File: src/rtl/instr_fetch_unit.sv
// Instruction fetch stage: owns the PC, reads instruction memory over req/ack,
// and hands each returned word to the IR with a one-cycle write strobe.
module instr_fetch_unit #(
    parameter int                ADDR_W   = 8,
    parameter int                DATA_W   = 16,
    parameter logic [ADDR_W-1:0] RESET_PC = '0
) (
    input  logic              clk,
    input  logic              rst,
    input  logic              run,
    output logic              imem_req,
    output logic [ADDR_W-1:0] imem_addr,
    input  logic              imem_ack,
    input  logic [DATA_W-1:0] imem_rdata,
    output logic [DATA_W-1:0] ir_din,
    output logic              ir_write_en,
    input  logic              fetch_next,
    input  logic              jump_en,
    input  logic [ADDR_W-1:0] jump_addr,
    output logic [ADDR_W-1:0] pc,
    output logic              busy
);

    typedef enum logic [1:0] {
        IDLE,
        REQ,
        LOAD,
        EXEC
    } state_t;

    state_t state, state_next;

    // NOTE: sequential state uses non-blocking assignments so every register
    // samples pre-edge values regardless of block ordering.
    always_ff @(posedge clk) begin
        if (rst) state <= IDLE;
        else     state <= state_next;
    end

    // NOTE: default first so no path leaves state_next unassigned (no latch).
    always_comb begin
        state_next = state;
        case (state)
            IDLE: if (run) state_next = REQ;
            REQ:  if (imem_ack) state_next = LOAD;
            LOAD: state_next = EXEC;
            EXEC: if (jump_en || fetch_next) state_next = run ? REQ : IDLE;
            default: state_next = IDLE;
        endcase
    end

    // A jump and a fetch request in the same EXEC cycle share one fetch, from jump_addr.
    always_ff @(posedge clk) begin
        if (rst) begin
            pc     <= RESET_PC;
            ir_din <= '0;
        end else begin
            if (state == REQ && imem_ack)
                ir_din <= imem_rdata;
            if (state == LOAD)
                pc <= pc + ADDR_W'(1);
            else if (state == EXEC && jump_en)
                pc <= jump_addr;
        end
    end

    assign imem_req    = (state == REQ);
    assign imem_addr   = pc;
    assign ir_write_en = (state == LOAD);
    assign busy        = (state != IDLE);

endmodule

File: config.mk
export PLATFORM = sky130hd
export DESIGN_NAME = instr_fetch_unit
export DESIGN_NICKNAME = d
export VERILOG_FILES = /design/src/rtl/instr_fetch_unit.sv
export SDC_FILE = /design/constraint.sdc
export NUM_CORES = 1
export LEC_CHECK = 0
export ABC_AREA = 1
export BUFFER_PORTS_ARGS = -buffer_cell sky130_fd_sc_hd__buf_4
export CELL_PAD_IN_SITES_DETAIL_PLACEMENT = 0
export CELL_PAD_IN_SITES_GLOBAL_PLACEMENT = 1
export CORE_ASPECT_RATIO = 0.6
export CORE_MARGIN = 1
export CORE_UTILIZATION = 30
export DETAILED_ROUTE_END_ITERATION = 16
export GPL_TIMING_DRIVEN = 1
export PLACE_DENSITY = 0.86
export REMOVE_ABC_BUFFERS = 1
export SYNTH_ARGS = -nofsm -noshare
export SYNTH_HDL_FRONTEND = slang
export SYNTH_SLANG_ARGS = --single-unit
File: constraint.sdc
create_clock -name clk -period 1.8 [get_ports clk]
set_input_delay 0.18 -clock clk [delete_from_list [all_inputs] [get_ports clk]]
set_output_delay 0.18 -clock clk [all_outputs]
set_load 0.01 [all_outputs]
==> metrics.md, run 1 <==
| Metric | Value |
|---|---|
| Outcome | `completed` |
| Clk Latency, worst-skew pair | `260 ps` |
| Die W | `approximately 87 µm` |
| Vias in the first global route | `1090` |
| Largest net degree at the start of global routing | `21` |
| Drt initial violations | `38` |
| Yosys warning count | `0` |
| Total gr overflow | `0` |
| N_diodes | `0` |
| Root Driver | `clkbuf_8` |
| Leakage power | `about 0.00086 µW` |
| IO buf count | `between 60 and 70` |
| Top Ports | `65` |
| Max-Cap Viols | `0` |
| Non-filler cells, final | `~300` |
| Post-synth cell types | `24` |
| Peak supply drop | `about 0.5 mV` |
| PD cells | `1330 nW/µm²` |
| HPWL after DPL | `2490 µm` |
| Synth Area per Inst | `approximately 7 µm²` |
| Period utilization | `85.3%` |
| All-Layer GR Usage | `14.2%` |
| Max clock buf depth | `2` |
| CTS HTree Levels | `1` |
| Clock Skew | `roughly 2.2 ps` |
| Count leader, synth | `nor2_1` |
| Placed cells | `around 300` |
| Fin. max-slew vios | `0` |
| Vias | `1277` |
| Total clock buffers created by CTS | `3` |
| Asr flop ratio synth | `0%` |
| Fin Setup TNS | `0 ps` |
| Initial Util | `a little under a third` |
| Dominant cells by area after synthesis | `dfxtp_1 (40%), nor2_1 (11%), nand2_1 (8.9%)` |
| Placer congestion estimate | `approximately 0.76` |
| Period minus WS final | `1530 ps` |
| Area of the mapped netlist | `~1300 µm²` |
| Top achievable clock speed | `~650 MHz` |
| Post-Syn Instances | `~180` |
| WL per Instance | `10.7 µm` |
| Die area | `roughly 4600 µm²` |
| Type of origin of the critical path | `flip-flop` |
| Share of layout cells above drive strength 1 | `around a third` |
| Global-route wire length before repair | `4990 µm` |
| Post-synth EDFFs | `0` |
| Number of buffers added for setup after CTS | `0` |
| Die span in y | `roughly 53 µm` |
| Worst Tran Pin Value | `558 ps` |
| Top cell type's share of synthesized area | `about two fifths` |
| CTS tree | `built` |
| Final hold violation count | `0` |
| # nets final | `between 200 and 300` |
| Routed WL | `about 3200 µm` |
| Fill count | `between 400 and 500` |
| CP Data Required Time | `~1600 ps` |
| Crit end category | `output pin` |
| Clk sinks | `26` |
| Core Footprint | `4140 µm²` |
| RSZ-0062 raised after global routing | `no` |
| Initial antenna violation count | `0` |
| Row Count | `18` |
| Crit Path Max Fanout | `13` |
| DR pass1 iterations | `4` |
| Worst hold path type | `in2reg` |
| Synth top cells by count | `nor2_1 (38), nand2_1 (31), dfxtp_1 (26)` |
| Final setup vio count | `0` |
| Synth Register Bits | `26` |
| Main synth FF type | `dfxtp_1` |
| Sequential fraction of the synthesis area | `39.8%` |
| Largest area contributor in the netlist | `dfxtp_1` |
| Detail Route Antenna Nets | `0` |
| Area Overhead vs Synth | `41.0%` |
| WS Path Type | `reg2out` |
| Hold_buf cts | `0` |
| Worst slew margin | `62.7%` |
| Fin Hold WS | `134 ps` |
| Vias/cell | `4.24` |
| Detailed-route DRC error count | `0` |
| CP Data Arrival Time | `1350 ps` |
| Post-CTS sizing | `0` |
| CTS clk-pin slew, worst paths | `about 90 ps` |
-- final timing paths --
path,from,endpoint,slack [ps],cells past startpoint
worst max-delay path,state[0],ir_write_en,270,4
worst min-delay path,rst,imem_addr[7],130,2
worst max register to register,state[0],imem_addr[2],340,8
worst min register to register,ir_din[7],ir_din[7],490,2
-- critical path, cell delays in order (launching register included) --
cell and delay (ps):
dfxtp_1 420, inv_1 100, ha_1 230, buf_4 190, buf_4 150
-- cell families (layout without fill, tap and decap cells) --
logic type	after synthesis	in the layout	synth area share, %
adders and majority gates	6	6	5.74
DFF	26	26	39.8
and+or+nand+nor	83	83	26.6
AOI/OAI and AO/OA	39	39	16.3
buffers and inverters	30	87	11.7
-- layout by cell type (no fill, tap or decap), types with 2 or more instances in the layout --
cell type  instances
nand3_1            6
buf_4             66
o21ai_0           21
ha_1               6
dfxtp_1           26
nand2_1           31
clkbuf_8           4
o21ai_1            4
a21oi_1            8
a21oi_2            2
nor2_1            38
inv_1             13
nor2_2             2
inv_2              4
nand2_2            2
-- flip-flops by register name (all words and copies together), names as in the netlist --
register   flops
state          2
imem_addr      8
ir_din        16
-- area by class of cell --
class	instances	area [µm²]	share of cell area, %
multi-input combinational	128	636	34.4
tap	60	75.1	4.07
clock buffer	4	55.1	2.98
sequential	26	520	28.2
inverter	17	63.8	3.46
timing repair buffer	66	495	26.8
-- metal layers --
layer | global-route usage, % | part of all wire (%) | routed length [µm] | vias up
li1 | - | - | - | 693
met1 | 21.0 | 56 | 1790 | 548
met2 | 20.4 | 39 | 1250 | 34
met3 | 3.28 | 4.6 | 147 | 2
met4 | 3.28 | 0.84 | 27 | 0
met5 | 0 | 0 | 0 | -
-- power by group --
part / total (µW) / internal [µW] / switching, µW / leakage, µW
clock: 373 / 195 / 178 / 0.0000288
combinational: 1190 / 550 / 637 / 0.000621
sequential: 891 / 735 / 156 / 0.000212
total: 2450 / 1480 / 970 / 0.000862
-- stage by stage --
step                worst slack, ps  instance area, µm²  utilization [%]  power, µW
floorplan                       277                1220                -       1540
global placement                412                1790             43.2       2080
detailed placement              369                1790             43.2       2100
CTS                             256                1850             44.5       2480
global route                    167                1850             44.5       2680
finish                          265                1850             44.5       2450
Power figures use the tool's default switching activity.
==> run 2, diff against run 1 <==
- CORE_UTILIZATION: 30 -> 25
- PLACE_DENSITY: 0.86 -> 0.75
==> metrics.md, run 2 (synthesis gave the netlist of run 1 again) <==
| Metric | Value |
|---|---|
| Area Overhead vs Synth | `41.3%` |
| Worst reg2reg path startpoint | `state[0]` |
| Outcome | `completed` |
| Number of buffers added for setup after CTS | `0` |
| Clock Skew | `2.31 ps` |
| CTS HTree Levels | `1` |
| Hold_buf cts | `0` |
| Vias in the first global route | `between 1000 and 1500` |
| Post-CTS sizing | `0` |
| Reg2Reg Setup Slack | `~330 ps` |
| Routed WL | `3400 µm` |
| Initial antenna violation count | `0` |
| Largest net degree at the start of global routing | `21` |
| Reg with most FFs | `ir_din` |
| PD cells | `between 1000 and 1500 nW/µm²` |
| Placed cells | `300` |
| Combinational share of power | `between 40% and 50%` |
| Slowest cell on crit path | `dfxtp_1` |
| Fin. max-slew vios | `0` |
| N_diodes | `0` |
| Internal Power | `~1500 µW` |
| Vias | `between 1000 and 1500` |
| Worst Tran Pin Value | `564 ps` |
| Row Count | `19` |
| Detail Route Antenna Nets | `0` |
| Final setup vio count | `0` |
| CTS clk-pin slew, worst paths | `90 ps` |
| Crit end category | `output pin` |
| Period utilization | `86.8%` |
| IO buf count | `64` |
| Max clock buf depth | `2` |
| Crit. Startpoint | `state[0]` |
| Detailed-route DRC error count | `0` |
| # nets final | `about 280` |
| Non-filler cells, final | `roughly 300` |
| Reg2reg path depth | `8` |
| HPWL after DPL | `between 2000 and 3000 µm` |
| Fill count | `536` |
| Total clock buffers created by CTS | `3` |
| CP Data Arrival Time | `~1400 ps` |
| Die span in y | `about 58 µm` |
| WS Path Type | `reg2out` |
| Top Ports | `65` |
| Die area | `roughly 5500 µm²` |
| Type of origin of the critical path | `flip-flop` |
| All-Layer GR Usage | `~13%` |
| RR Endpoint | `imem_addr[2]` |
| Final hold violation count | `0` |
| Die W | `approximately 95 µm` |
| Critical path, cell by cell | `inv_1 > ha_1 > buf_4 > buf_4` |
| WL per Instance | `11.2 µm` |
| Peak supply drop | `roughly 0.53 mV` |
| Clk sinks | `26` |
| Global-route wire length before repair | `about 5400 µm` |
| Most used cell, CP | `buf_4` |
| Initial Util | `a little over a quarter` |
| Clk Latency, worst-skew pair | `roughly 270 ps` |
| CP Data Required Time | `approximately 1600 ps` |
| Clock power frac | `roughly 16%` |
| Most common cell after layout, fill and taps aside | `buf_4` |
| Crit Path Max Fanout | `13` |
| RSZ-0062 raised after global routing | `no` |
| Sw Ratio | `between 30% and 40%` |
| Period minus WS final | `1560 ps` |
| CTS tree | `built` |
| DR pass1 iterations | `4` |
| Worst hold path type | `in2reg` |
| Fin Setup TNS | `0 ps` |
| Critical Path Sink | `ir_write_en` |
| Psw | `between 900 and 1000 µW` |
| Top achievable clock speed | `about 640 MHz` |
| Most frequent cells in the layout | `buf_4 (66), nor2_1 (38), nand2_1 (31), dfxtp_1 (26), o21ai_0 (21)` |
| Sequential share of power | `approximately 36%` |
| Worst slew margin | `62.3%` |
| Placer congestion estimate | `roughly 0.78` |
| Drt initial violations | `38` |
| Core Footprint | `4800 µm²` |
| Total gr overflow | `0` |
| Max reg flops | `16` |
| Leakage power | `approximately 0.00086 µW` |
| CP peak stage delay | `approximately 430 ps` |
| Vias/cell | `roughly 4.3` |
| Root Driver | `clkbuf_8` |
| Share of layout cells above drive strength 1 | `roughly a third` |
| Max-Cap Viols | `0` |
[run 2: layer usage]
| metal | part of all wire [%] | global-route usage [%] |
|---|---|---|
| met1 | 55 | 19.2 |
| met2 | 38 | 17.4 |
| met3 | 7.1 | 3.94 |
| met4 | 0 | 1.28 |
| met5 | 0 | 0 |
[run 2: worst min path at each step]
stage | end | from | cells after the start | slack, ps
4_1_cts | imem_addr[6] | rst | 2 | 120
3_5_place_dp | imem_addr[7] | rst | 2 | 420
2_1_floorplan | imem_addr[6] | rst | 1 | 240
6_report | imem_addr[6] | rst | 2 | 130
5_1_grt | imem_addr[6] | rst | 2 | 110
3_3_place_gp | ir_din[7] | imem_rdata[7] | 3 | 420
[run 2: metrics by stage]
stage	setup slack, ps	utilization [%]	area (µm²)	hold WS (ps)	power (µW)
after floorplan	277	-	1220	242	1540
after global placement	400	37.4	1790	416	2100
after detailed placement	347	37.4	1790	423	2090
after CTS	218	38.5	1850	122	2480
after global routing	139	38.5	1850	114	2680
final	238	38.5	1850	129	2450
[run 2: power groups by stage]
stage / Sequential, µW / Clock [µW] / Combinational [µW]
2_1_floorplan: 966 / 0 / 570
3_3_place_gp: 902 / 0 / 1190
3_5_place_dp: 904 / 0 / 1190
4_1_cts: 892 / 399 / 1190
5_1_grt: 922 / 425 / 1340
6_report: 891 / 380 / 1180
[run 2: worst max-delay path, delay by kind of cell (launching register included)]
family	cells	cell delay, ps
buffers and inverters	3	450
flip-flops	1	430
adder cells (fa/ha/maj)	1	230
[run 2: final cells by class]
class	count	area [µm²]	area share, %
Multi-Input combinational cell	128	636	34.4
Sequential cell	26	520	28.1
Timing Repair Buffer	66	495	26.8
Tap cell	63	78.8	4.26
Inverter	17	63.8	3.45
Clock buffer	4	55.1	2.98
==> run 3, diff against run 2 <==
- CORE_ASPECT_RATIO: 0.6 -> 0.9
- PLACE_DENSITY: 0.75 -> 0.77
- clock period: 1.8 -> 1.4 ns (I/O delays scaled with it)
==> metrics.md, run 3 (synthesis gave the netlist of run 1 again) <==
| Metric | Value |
|---|---|
| Worst Slack Setup Final | `between 100 and 150 ps` |
| Placer congestion estimate | `0.786` |
| Peak supply drop | `0.831 mV` |
| Leakage power | `0.000907 µW` |
| Max reg flops | `16` |
| CTS clk-pin slew, worst paths | `about 90 ps` |
| RSZ-0062 raised after global routing | `yes` |
| Vias | `~1400` |
| Die W | `78.3 µm` |
| Final setup vio count | `0` |
| WS Path Type | `reg2reg` |
| HPWL after DPL | `about 2700 µm` |
| DP Worst Slack | `-5.18 ps` |
| Max clock buf depth | `2` |
| Routed WL | `3380 µm` |
| CP Data Arrival Time | `around 1500 ps` |
| Type of origin of the critical path | `flip-flop` |
| Global-route wire length before repair | `5640 µm` |
| Vias in the first global route | `roughly 1200` |
| Drt initial violations | `57` |
| Initial antenna violation count | `0` |
| Root Driver | `clkbuf_8` |
| Fin. max-slew vios | `0` |
| CTS HTree Levels | `1` |
| Die area | `~5500 µm²` |
| Clk Latency, worst-skew pair | `roughly 260 ps` |
| Total gr overflow | `0` |
| Clock Skew | `around 2.1 ps` |
| Largest net degree at the start of global routing | `17` |
| Detailed-route DRC error count | `0` |
| Reg with most FFs | `ir_din` |
| Post-route cell area | `a little under 2000 µm²` |
| Most common cell after layout, fill and taps aside | `buf_4` |
| WL per Instance | `between 10 and 15 µm` |
| CP Data Required Time | `roughly 1600 ps` |
| Worst Tran Pin Value | `between 200 and 250 ps` |
| DR pass1 iterations | `4` |
| Row Count | `24` |
| Fin Hold WS | `~100 ps` |
| Period minus WS final | `1290 ps` |
| Outcome | `completed` |
| Most frequent cells in the layout | `buf_4 (75), nor2_1 (38), nand2_1 (30), dfxtp_1 (24), o21ai_0 (17)` |
| Placed Instance Area | `around 1900 µm²` |
| Tot Pwr | `~3400 µW` |
| Initial Util | `26.6%` |
| Worst slew margin | `a little under nine tenths` |
| Share of layout cells above drive strength 1 | `between 30% and 40%` |
| Vias/cell | `4.32` |
| Period utilization | `between 90% and 100%` |
| Hold_buf cts | `0` |
| Die span in y | `70.6 µm` |
| Area Overhead vs Synth | `48.8%` |
| Crit Path Max Fanout | `6` |
| Total clock buffers created by CTS | `3` |
| Detail Route Antenna Nets | `0` |
| Worst hold path type | `in2reg` |
| Final hold violation count | `0` |
| Core Footprint | `between 4000 and 5000 µm²` |
| Non-filler cells, final | `between 300 and 400` |
| PD cells | `around 1700 nW/µm²` |
| # nets final | `between 200 and 300` |
| N_diodes | `0` |
| Top Ports | `65` |
| Crit end category | `flip-flop` |
| CTS tree | `built` |
| All-Layer GR Usage | `between 10% and 20%` |
| Max-Cap Viols | `0` |
| Placed cells | `about 310` |
| Top achievable clock speed | `775 MHz` |
| IO buf count | `64` |
| Clk sinks | `26` |
## run 3: final timing paths
kind,slack [ps],to,depth (start not counted),startpoint
max,110,imem_addr[4],6,state[0]
min reg2reg,490,ir_din[4],2,ir_din[4]
min,100,imem_addr[7],2,rst
max reg2reg,110,imem_addr[4],6,state[0]
## run 3: repair_timing
action                                  in CTS  in global routing
endpoints found under the setup margin       3                 21
setup buffers                                0                  0
pin swaps                                    0                  1
gates resized for setup                      2                 12
gates cloned                                 0                  0
## run 3: worst max-delay path, stage by stage, from the launching register on
cell	delay, ps
dfxtp_4	380
ha_1	200
nand2_1	130
nand2_2	130
inv_2	80
o31ai_1	200
nor2_1	70
## run 3: final cells by class
class                           count  area [µm²]
Timing Repair Buffer               75         563
Inverter                           17        66.3
Fill cell                         562        2980
Tap cell                           65        81.3
Multi-Input combinational cell    128         653
Clock buffer                        4        55.1
Sequential cell                    26         528
## run 3: per-layer routing
metal / GRT usage (%) / up-vias / wire [µm]
li1: - / 712 / -
met1: 18.0 / 607 / 1620
met2: 19.2 / 41 / 1520
met3: 2.06 / 2 / 204
met4: 4.94 / 0 / 34
met5: 0 / - / 0
## run 3: power by group
part           total [µW]  leakage [µW]  switching, µW  internal (µW)
logic                1740      0.000664            895            849
clock network         482     0.0000288            231            251
registers            1130      0.000214            164            964
## run 3: metrics by stage
stage	utilization, %	TNS (ps)
2_1_floorplan	-	-222
3_3_place_gp	37.9	0
3_5_place_dp	37.9	-5.18
4_1_cts	39.0	0
5_1_grt	39.5	-70.5
6_report	39.5	0
